$ cat config.mk
export PLATFORM = sky130hd
export DESIGN_NAME = hex_scroll_driver
export DESIGN_NICKNAME = d
export VERILOG_FILES = /design/src/rtl/hex_scroll_pkg.sv /design/src/rtl/hex_scroll_driver_seg7_decoder.sv /design/src/rtl/hex_scroll_driver.sv
export SDC_FILE = /design/constraint.sdc
export NUM_CORES = 1
export LEC_CHECK = 0
export ABC_AREA = 1
export CORE_UTILIZATION = 50
export CTS_CLUSTER_SIZE = 30
export DETAILED_ROUTE_END_ITERATION = 10
export DONT_BUFFER_PORTS = 1
export PLACE_DENSITY = 0.64
export SLEW_MARGIN = 10
export SYNTH_ARGS = -nofsm -noshare
export SYNTH_HDL_FRONTEND = slang
export SYNTH_SLANG_ARGS = --single-unit
$ cat constraint.sdc
create_clock -name clk -period 1.77 [get_ports clk]
set_input_delay 0.531 -clock clk [delete_from_list [all_inputs] [get_ports clk]]
set_output_delay 0.531 -clock clk [all_outputs]
set_load 0.005 [all_outputs]
$ cat src/rtl/hex_scroll_pkg.sv
// Shared types and constants for the scrolling hex display driver.
package hex_scroll_pkg;

    typedef logic [6:0] seg7_t;
    typedef logic [4:0] char_t;

    localparam char_t CHAR_BLANK = 5'd16;
    localparam char_t CHAR_DASH  = 5'd17;

    // Active-low gfedcba patterns for the non-hex glyphs
    localparam seg7_t SEG_BLANK = 7'h7F;
    localparam seg7_t SEG_DASH  = 7'b0111111;

    typedef enum logic [1:0] {
        IDLE  = 2'd0,
        REQ   = 2'd1,
        WAIT  = 2'd2,
        SHIFT = 2'd3
    } state_t;

endpackage

$ cat src/rtl/hex_scroll_driver_seg7_decoder.sv
// Combinational character-code to active-low seven-segment (gfedcba) decoder.
module seg7_decoder
    import hex_scroll_pkg::*;
(
    input  char_t code,
    output seg7_t seg
);

    always_comb begin
        seg = SEG_BLANK;
        case (code)
            5'd0:      seg = 7'h40;
            5'd1:      seg = 7'h79;
            5'd2:      seg = 7'h24;
            5'd3:      seg = 7'h30;
            5'd4:      seg = 7'h19;
            5'd5:      seg = 7'h12;
            5'd6:      seg = 7'h02;
            5'd7:      seg = 7'h78;
            5'd8:      seg = 7'h00;
            5'd9:      seg = 7'h10;
            5'd10:     seg = 7'h08;
            5'd11:     seg = 7'h03;
            5'd12:     seg = 7'h46;
            5'd13:     seg = 7'h21;
            5'd14:     seg = 7'h06;
            5'd15:     seg = 7'h0E;
            CHAR_DASH: seg = SEG_DASH;
            default:   seg = SEG_BLANK;
        endcase
    end

endmodule

$ cat src/rtl/hex_scroll_driver.sv
// Scrolls characters from an upstream buffer across NUM_DIGITS seven-segment digits.
// Define HEX_SCROLL_FAST_SIM_EN to force the scroll divider to 4 clocks.
module hex_scroll_driver
    import hex_scroll_pkg::*;
#(
    parameter int CLK_FREQ_HZ = 50_000_000,
    parameter int SCROLL_HZ   = 2,
    parameter int NUM_DIGITS  = 6
) (
    input  logic                    clk,
    input  logic                    rst,
    input  logic                    enable,
    input  logic                    clear,
    input  char_t                   hex_char,
    output logic                    next_char,
    output logic [NUM_DIGITS*7-1:0] hex_out,
    output state_t                  fsm_state
);

`ifdef HEX_SCROLL_FAST_SIM_EN
    localparam int DIV = 4;
`else
    localparam int DIV = CLK_FREQ_HZ / SCROLL_HZ;
`endif
    localparam int CNT_W = (DIV > 1) ? $clog2(DIV) : 1;
    localparam logic [CNT_W-1:0] CNT_MAX = CNT_W'(DIV - 1);

    state_t           state, next_state;
    logic [CNT_W-1:0] count;
    logic             tick;
    logic             sample_en;
    logic             shift_en;
    char_t            sampled;
    char_t            digits [NUM_DIGITS];

    // The prescaler only runs while idle, so a full scroll period is DIV + 3 cycles.
    assign tick = enable && (state == IDLE) && (count == CNT_MAX);

    always_ff @(posedge clk or negedge rst) begin
        if (!rst) begin
            count <= '0;
        end else if (clear || !enable || (state != IDLE) || tick) begin
            count <= '0;
        end else begin
            count <= count + 1'b1;
        end
    end

    // Buffer handshake: next_char is a single-cycle request raised in REQ; the
    // buffer must present hex_char by the end of the following (WAIT) cycle, where
    // it is captured. There is no back-pressure in either direction.
    always_comb begin
        next_state = state;
        next_char  = 1'b0;
        sample_en  = 1'b0;
        shift_en   = 1'b0;
        case (state)
            IDLE:  if (tick) next_state = REQ;
            REQ: begin
                next_char  = 1'b1;
                next_state = WAIT;
            end
            WAIT: begin
                sample_en  = 1'b1;
                next_state = SHIFT;
            end
            SHIFT: begin
                shift_en   = !clear;
                next_state = IDLE;
            end
            default: next_state = IDLE;
        endcase
        if (clear) next_state = IDLE;
    end

    always_ff @(posedge clk or negedge rst) begin
        if (!rst) begin
            state <= IDLE;
        end else begin
            state <= next_state;
        end
    end

    always_ff @(posedge clk or negedge rst) begin
        if (!rst) begin
            sampled <= CHAR_BLANK;
        end else if (sample_en) begin
            sampled <= hex_char;
        end
    end

    // Newest character enters at digit 0 (rightmost) and older ones move left.
    always_ff @(posedge clk or negedge rst) begin
        if (!rst) begin
            for (int k = 0; k < NUM_DIGITS; k++) digits[k] <= CHAR_BLANK;
        end else if (clear) begin
            for (int k = 0; k < NUM_DIGITS; k++) digits[k] <= CHAR_BLANK;
        end else if (shift_en) begin
            for (int k = NUM_DIGITS - 1; k > 0; k--) digits[k] <= digits[k-1];
            digits[0] <= sampled;
        end
    end

    for (genvar g = 0; g < NUM_DIGITS; g++) begin : g_dec
        seg7_decoder u_dec (
            .code (digits[g]),
            .seg  (hex_out[7*g +: 7])
        );
    end

    assign fsm_state = state;

endmodule

# --- Word level (Yosys, flattened, before mapping) ---
# Memory sizes are Yosys's and may differ from the RTL's.
# Index checks and enable logic that the tools add are counted.
totals:
  ff_bits: 62
  mem_bits_ro: 1344
  mem_count: 6
  elab_cells: 40
  inputBits: 9
  output_inout_bits: 45
op_classes:
  n_addsub: 1
  reduce_logical: 10
  n_mux: 9
  eq_ne: 5
memory_table:
  columns: ["memory", "depth", "width", "read_ports", "rd_clocked_by_memory_dff", "write_ports", "line_no", "text"]
  rows:
  - ["(no name shown)", 32, 7, 1, 0, 0, "hex_scroll_driver_seg7_decoder.sv:11", "case (code)"]
  - ["(no name shown)", 32, 7, 1, 0, 0, "hex_scroll_driver_seg7_decoder.sv:11", null]
  - ["(no name shown)", 32, 7, 1, 0, 0, "hex_scroll_driver_seg7_decoder.sv:11", null]
  - ["(no name shown)", 32, 7, 1, 0, 0, "hex_scroll_driver_seg7_decoder.sv:11", null]
  - ["(no name shown)", 32, 7, 1, 0, 0, "hex_scroll_driver_seg7_decoder.sv:11", null]
  - ["(no name shown)", 32, 7, 1, 0, 0, "hex_scroll_driver_seg7_decoder.sv:11", null]
ops:
  columns: ["cell", "count"]
  rows:
  - ["$mux 30", 2]
  - ["$add 25x1->25 const B", 1]
  - ["$eq 25x25->1 const B", 1]
  - ["$mux 25", 1]
  - ["$pmux 2 s4", 1]
  - ["$eq 2x2->1 const B", 2]
  - ["$mux 2", 2]
  - ["$reduce_bool 2->1", 2]
  - ["$logic_or 1x1->1", 3]
  - ["$mux 1", 3]
  - ["$ne 3x3->1 const B", 1]
  - ["$eq 2x1->1 const B", 1]
  - ["$logic_and 1x1->1", 2]
  - ["$logic_not 1->1", 2]
  - ["$logic_not 2->1", 1]

# --- Longest topological paths before layout ---
# Gate-level depths: netlist of the first run.
depth:
  word_depth: 6
  ltp_mapped: 10
  depth_no_buf: 10

# --- Modules after synthesis ---
# From an unflattened synthesis of the first run, not the netlist that was laid out.
hier_totals:
  hier_cells: 675
  area_unflattened_um2: 4802.1
modules_own_cells:
  columns: ["mod", "area_each_um2", "cells_per_inst", "n_inst", "seq_area_each_um2"]
  rows:
  - ["hex_scroll_driver", 3037.9, 381, 1, 1560.2]
  - ["seg7_decoder", 294.0, 49, 6, 0.0]

# --- Worst setup path after synthesis of the first run ---
# Ideal clock, no wire load.
synth_path:
  path_type: "flip-flop to output port"
  from: "register digits[0] in the netlist's numbering"
  to: "output port hex_out[38]"
  t_required_ns: 1.239
  path_buffers: 0
  path_stages_with_launch: 6
  arrival_ns: 1.094
  slack_ns: 0.145
  cell_sequence: "dfrtp_1 > inv_1 > ha_1 > o21ai_0 > a21oi_1 > o21ai_0"
synth_between:
  elab_chain_len: 1
synth_lines:
  columns: ["item", "line_no", "text"]
  rows:
  - ["start: declaration", "hex_scroll_driver.sv:34", "char_t digits [NUM_DIGITS];"]
  - ["$mem_v2 32x7", null, null]
  - ["end: declaration", "hex_scroll_driver.sv:16", "output logic [NUM_DIGITS*7-1:0] hex_out,"]
# Every way passes these cells.

# --- Worst setup path after layout of the first run ---
layout_path:
  from: "register digits[0] in the netlist's numbering"
  to: "output port hex_out[35]"
# The elaborated chain is that of the path after synthesis.

==> metrics.md, run 1 <==
| Metric | Value |
|---|---|
| Worst Path Arrival | `1500 ps` |
| Clock transition at path regs | `80 ps` |
| Clk root buf | `clkbuf_8` |
| Fin. max-slew vios | `0` |
| Final hold vios | `55` |
| Synth Flop Type | `dfrtp_1` |
| Post-synth ARST share | `100%` |
| Worst VDD drop | `0.000511 V` |
| Setup crit end kind | `output pin` |
| Failing checks | `negative hold slack, negative setup slack` |
| Worst-Skew Late Latency | `360 ps` |
| Vias | `4488` |
| Min-delay worst type | `in -> async` |
| # rows | `34` |
| Top Ports | `54` |
| Die width | `96.5 um` |
| CTS tree | `done` |
| Max FO, Critical Path | `3` |
| Most common cell after layout, fill and taps aside | `nand2_1` |
| Fin worst setup slack | `-261 ps` |
| Die H | `96.5 um` |
| Sw frac | `32.0%` |
| Largest net degree at the start of global routing | `63` |
| Grt total ovfl | `0` |
| Worst reg2reg startpoint | `fsm_state[0]` |
| Max Clk Rate | `492 MHz` |
| Status | `finished with violations` |
| Share of cells above drive strength 1 | `41.2%` |
| Syn Area/Cell | `7.26 sq um` |
| Die Area | `0.00930 sq mm` |
| Post-DP Area | `0.00461 sq mm` |
| Syn_nets | `665` |
| Synth Instances | `614` |
| Slew headroom | `67.6%` |
| Max-cap violations | `0` |
| Initial Util | `51.4%` |
| Clk sinks | `62` |
| Post-Layout Inst Area | `0.00616 sq mm` |
| Int Pwr | `2.69 mW` |
| Sequential fraction of the synthesis area | `35.0%` |
| Final setup vio count | `42` |
| Num CTS Buffers | `9` |
| P&R area growth vs syn | `38.0%` |
| Combinational power share | `24.6%` |
| Register bit count reported by yosys | `62` |
| R2R cell count | `10` |
| Worst-Margin Slew | `483 ps` |
| Most frequent cells in the layout | `114 x nand2_1, 63 x nor2_1, 44 x buf_4, 39 x nand3_1, 38 x inv_1` |
| Detail Route Antenna Nets | `0` |
| R2R setup slack | `130 ps` |
| Min Hold Slack | `-140 ps` |
| Switching power | `1.26 mW` |
| R2R Path End | `count[24]` |
| Iteration-0 DRC Markers | `246` |
| Post-synth EDFFs | `0` |
| Vias in the first global route | `3877` |
| Pwr Density | `642 mW/mm^2` |
| Clock power frac | `33.2%` |
| Clock Tree Buf Depth | `2` |
| Total GRT Usage | `24.5%` |
| Layout Skew | `9.28 ps` |
| Final Cycle Share | `115%` |
| Power Total | `3.96 mW` |
| Initial antenna violation count | `0` |
| Critical path class | `reg -> out` |
| Vias/cell | `5.74` |
| Dpl hpwl | `7340 um` |
| N_diodes | `0` |
| Tmin final | `2030 ps` |
| Drt pass-1 iters | `5` |
| Layout Nets | `720` |
| DRC | `0` |
| H-tree levels | `3` |
| Crit path required time | `1240 ps` |
| Sequential share of power | `42.2%` |
| Port Buffers | `0` |
| DR WL/cell | `16.5 um` |
| Area of the core | `0.00868 sq mm` |
| Syn. warnings | `0` |
| RSZ-0062 raised after global routing | `true` |
| DRT Wirelength | `12900 um` |
| First-pass GRT wire length | `17500 um` |
| Leakage | `2.33 nW` |
| Yosys cell types | `33` |
| Synthesized cell area | `0.00446 sq mm` |
| Worst setup SP type | `register` |
| Worst slack at placement | `21.0 ps` |
| Routability congestion estimate from global placement | `0.880` |
[logic make-up after synthesis]
logic type                 synth area share, %
muxes                                     1.26
adders and majority gates                 11.8
buffers and inverters                     8.25
AOI/OAI and AO/OA                         14.6
and+or+nand+nor                           27.4
DFF                                       35.0
xor gates and xnor gates                  1.77
[metal layers]
| layer | track usage, % | up-vias | routed length (um) |
|---|---|---|---|
| li1 | - | 2146 | - |
| met1 | 27.4 | 2143 | 5070 |
| met2 | 45.1 | 163 | 6780 |
| met3 | 5.32 | 36 | 714 |
| met4 | 9.44 | 0 | 301 |
| met5 | 0 | - | 0 |
[power by group through the flow]
stage | combinational [mW] | clock (mW) | sequential [mW]
floorplan | 0.603 | 0 | 1.66
global placement | 0.773 | 0 | 1.69
detailed placement | 0.787 | 0 | 1.69
CTS | 0.832 | 1.34 | 1.66
global route | 1.08 | 1.40 | 1.68
finish | 0.974 | 1.31 | 1.67
[what timing repair did]
action,CTS,global route
endpoints found under the setup margin,42,67
hold endpoints to repair,55,58
setup buffers,23,25
gates resized for setup,137,135
pin swaps,28,56
gates cloned,0,3
[Yosys cell counts, types with 2 or more instances]
library cell / count / area (sq um)
nand2_1: 144 / 541
nor2_1: 74 / 278
inv_1: 67 / 251
nand3_1: 61 / 305
o21ai_0: 58 / 290
dfrtp_1: 55 / 1380
ha_1: 42 / 526
clkbuf_1: 18 / 67.6
a21oi_1: 17 / 85.1
o211ai_1: 12 / 90.1
o2111ai_1: 9 / 78.8
a31oi_1: 8 / 50.1
dfstp_2: 7 / 184
mux2_2: 5 / 56.3
o22ai_1: 5 / 31.3
xor2_1: 5 / 43.8
xnor2_1: 4 / 35.0
nand4_1: 3 / 18.8
buf_2: 2 / 10.0
buf_6: 2 / 22.5
clkinv_1: 2 / 7.51
nand2_2: 2 / 12.5
nor2_2: 2 / 12.5
[registers in the layout, indices dropped and copies added, names as in the netlist]
register   count
digits        30
count         25
sampled        5
fsm_state      2
[worst max-delay path: stages, from the launching register on]
cell and delay (ps):
dfrtp_2 460, buf_6 140, ha_4 160, nand2_2 60
nand2_1 60, a211o_1 270
[metrics by stage]
step	util (%)	TNS, ps	cells
detailed placement	53.1	0	715
CTS	62.6	-7020	754
floorplan	-	0	614
global route	70.9	-10840	782
finish	70.9	-7980	782
global placement	53.1	0	715
[worst max path at each step]
| stage | from | end | slack (ps) | cells after the start |
|---|---|---|---|---|
| after floorplan | digits[0] | hex_out[38] | 150 | 5 |
| after CTS | digits[26] | hex_out[0] | -220 | 6 |
| final | digits[0] | hex_out[35] | -260 | 5 |
| after global placement | digits[26] | hex_out[0] | 80 | 6 |
| after detailed placement | digits[6] | hex_out[34] | 20 | 7 |
| after global routing | digits[6] | hex_out[34] | -340 | 7 |
[cell type report]
cell class | count | area, sq um
clock buffers | 11 | 151
clock inverters | 5 | 57.6
fillers | 628 | 2520
inverters | 70 | 320
multi-input cells | 461 | 3350
flip-flops and latches | 62 | 1580
well taps | 108 | 135
repair buffers | 64 | 558
repair inverters | 1 | 5.00
Note: power is estimated with default switching activity, not from simulation.
==> run 2, diff against run 1 <==
Settings changed: CORE_MARGIN set to 10.
==> run 2 against run 1 <==
- the flow still finishes with violations (negative hold slack, negative setup slack)
- worst hold slack better by 32 ps
- first-iteration DRC count is 54% higher
- sequential share of layout area is 0.15 points lower
- utilization is 0.18 points higher
- sequential power hardly changed
- combinational power is 5% higher
- clock skew hardly changed
- largest cell class unchanged
- clock power is 9.9% lower
- die area is 41% higher
- global-route usage is 6.5 points lower
- power is 2.0% lower
- largest power group unchanged
==> metrics.md, run 2 (synthesis results as in run 1) <==
| Metric | Value |
|---|---|
| Slew headroom | `69.6%` |
| Max FFs per register | `30` |
| Clock transition at path regs | `70 ps` |
| Clock power frac | `30.5%` |
| R2R Path End | `count[23]` |
| Routability congestion estimate from global placement | `0.931` |
| Power Total | `3.88 mW` |
| Sw frac | `31.5%` |
| Die Area | `0.0131 sq mm` |
| Port Buffers | `0` |
| R2R cell count | `10` |
| Vias | `4458` |
| DR WL/cell | `16.5 um` |
| Crit path required time | `1240 ps` |
| P&R area growth vs syn | `39.1%` |
| Leakage | `2.32 nW` |
| RSZ-0062 raised after global routing | `true` |
| Worst reg2reg startpoint | `fsm_state[1]` |
| # rows | `34` |
| Drt pass-1 iters | `5` |
| Min Hold Slack | `-108 ps` |
| Initial Util | `51.1%` |
| Int Pwr | `2.65 mW` |
| Worst-Margin Slew | `457 ps` |
| Fin worst setup slack | `-237 ps` |
| Die H | `114 um` |
| Initial antenna violation count | `1` |
| Max FO, Critical Path | `6` |
| Largest reg by FF count | `digits` |
| Setup crit end kind | `output pin` |
| Biggest regs | `digits: 30 flops, count: 25 flops, sampled: 5 flops` |
| Fin. max-slew vios | `0` |
| Final core occ | `71.1%` |
| Final Cycle Share | `113%` |
| Die width | `114 um` |
| Worst-Skew Late Latency | `330 ps` |
| Sequential share of power | `43.2%` |
| Clock Tree Buf Depth | `2` |
| Top Ports | `54` |
| Worst VDD drop | `0.000720 V` |
| DRC | `0` |
| Pwr Density | `625 mW/mm^2` |
| Clk root buf | `clkbuf_8` |
| H-tree levels | `3` |
| Num CTS Buffers | `9` |
| Worst Path Arrival | `1480 ps` |
| Combinational power share | `26.3%` |
| Iteration-0 DRC Markers | `380` |
| Total GRT Usage | `18.0%` |
| Vias/cell | `5.70` |
| Final setup vio count | `42` |
| R2R setup slack | `120 ps` |
| Final hold vios | `55` |
| Clk sinks | `62` |
| Status | `finished with violations` |
| Detail Route Antenna Nets | `0` |
| Max Clk Rate | `498 MHz` |
| Layout Nets | `719` |
| Failing checks | `negative hold slack, negative setup slack` |
| Max-cap violations | `0` |
| Min-delay worst type | `in -> async` |
| Dpl hpwl | `7780 um` |
| Vias in the first global route | `4145` |
| Worst setup SP type | `register` |
| Grt total ovfl | `0` |
| Switching power | `1.22 mW` |
| Share of cells above drive strength 1 | `41.5%` |
| DRT Wirelength | `12900 um` |
| Most frequent cells in the layout | `114 x nand2_1, 61 x nor2_1, 46 x buf_4, 38 x inv_1, 37 x nand3_1` |
| Largest net degree at the start of global routing | `63` |
| Tmin final | `2010 ps` |
| CTS tree | `done` |
| Layout Skew | `9.24 ps` |
| Area of the core | `0.00872 sq mm` |
| Most common cell after layout, fill and taps aside | `nand2_1` |
| Critical path class | `reg -> out` |
| First-pass GRT wire length | `19700 um` |
==> run 2: worst max-delay path: stages (launching register included) <==
cell       delay, ps
dfrtp_2          480
inv_4            130
buf_12           110
ha_4             120
inv_1             40
o21ai_1          110
nand2_1           80
o2111ai_2         90
==> run 2: per-stage QoR <==
step           cell area [sq um]  TNS, ps  worst slack, ps  cells
6_report                    6200    -6630             -237    782
5_1_grt                     6200    -9310             -312    782
4_1_cts                     5630    -6680             -246    753
3_5_place_dp                4610        0             31.9    715
3_3_place_gp                4610        0             48.5    715
2_1_floorplan               4460        0              145    614
==> run 2: worst max path at each step <==
stage | startpoint | endpoint | slack [ps] | depth (start not counted)
floorplan | digits[0] | hex_out[38] | 150 | 5
global placement | digits[25] | hex_out[3] | 50 | 6
detailed placement | digits[5] | hex_out[34] | 30 | 6
CTS | digits[6] | hex_out[28] | -250 | 6
global route | digits[25] | hex_out[4] | -310 | 6
finish | digits[25] | hex_out[3] | -240 | 7
==> run 2: layout make-up <==
type	instances	area (sq um)
multi-input combinational	461	3400
fill	642	2520
sequential	62	1590
timing repair buffer	64	557
inverter	70	329
clock buffer	16	190
tap	108	135
antenna	1	2.50
==> run 2: per-layer routing <==
layer  share of wire, %  track usage, %  up-vias  wire length (um)
met5                  0               0        -                 0
met4                2.1            7.60        0               272
met3                5.9            4.56       29               762
met2                 48            29.3      140              6270
met1                 44            22.0     2154              5630
li1                   -               -     2135                 -
==> run 2: what timing repair did <==
item	in CTS	in global routing
hold endpoints to repair	55	55
gates resized for setup	192	92
endpoints found under the setup margin	42	67
pin swaps	60	44
setup buffers	23	26
gates cloned	0	2
==> run 2: power groups by stage <==
stage,registers (mW),clock network [mW],logic (mW)
finish,1.67,1.18,1.02
detailed placement,1.68,0,0.818
floorplan,1.66,0,0.603
CTS,1.67,1.22,0.904
global route,1.69,1.28,1.13
global placement,1.68,0,0.799
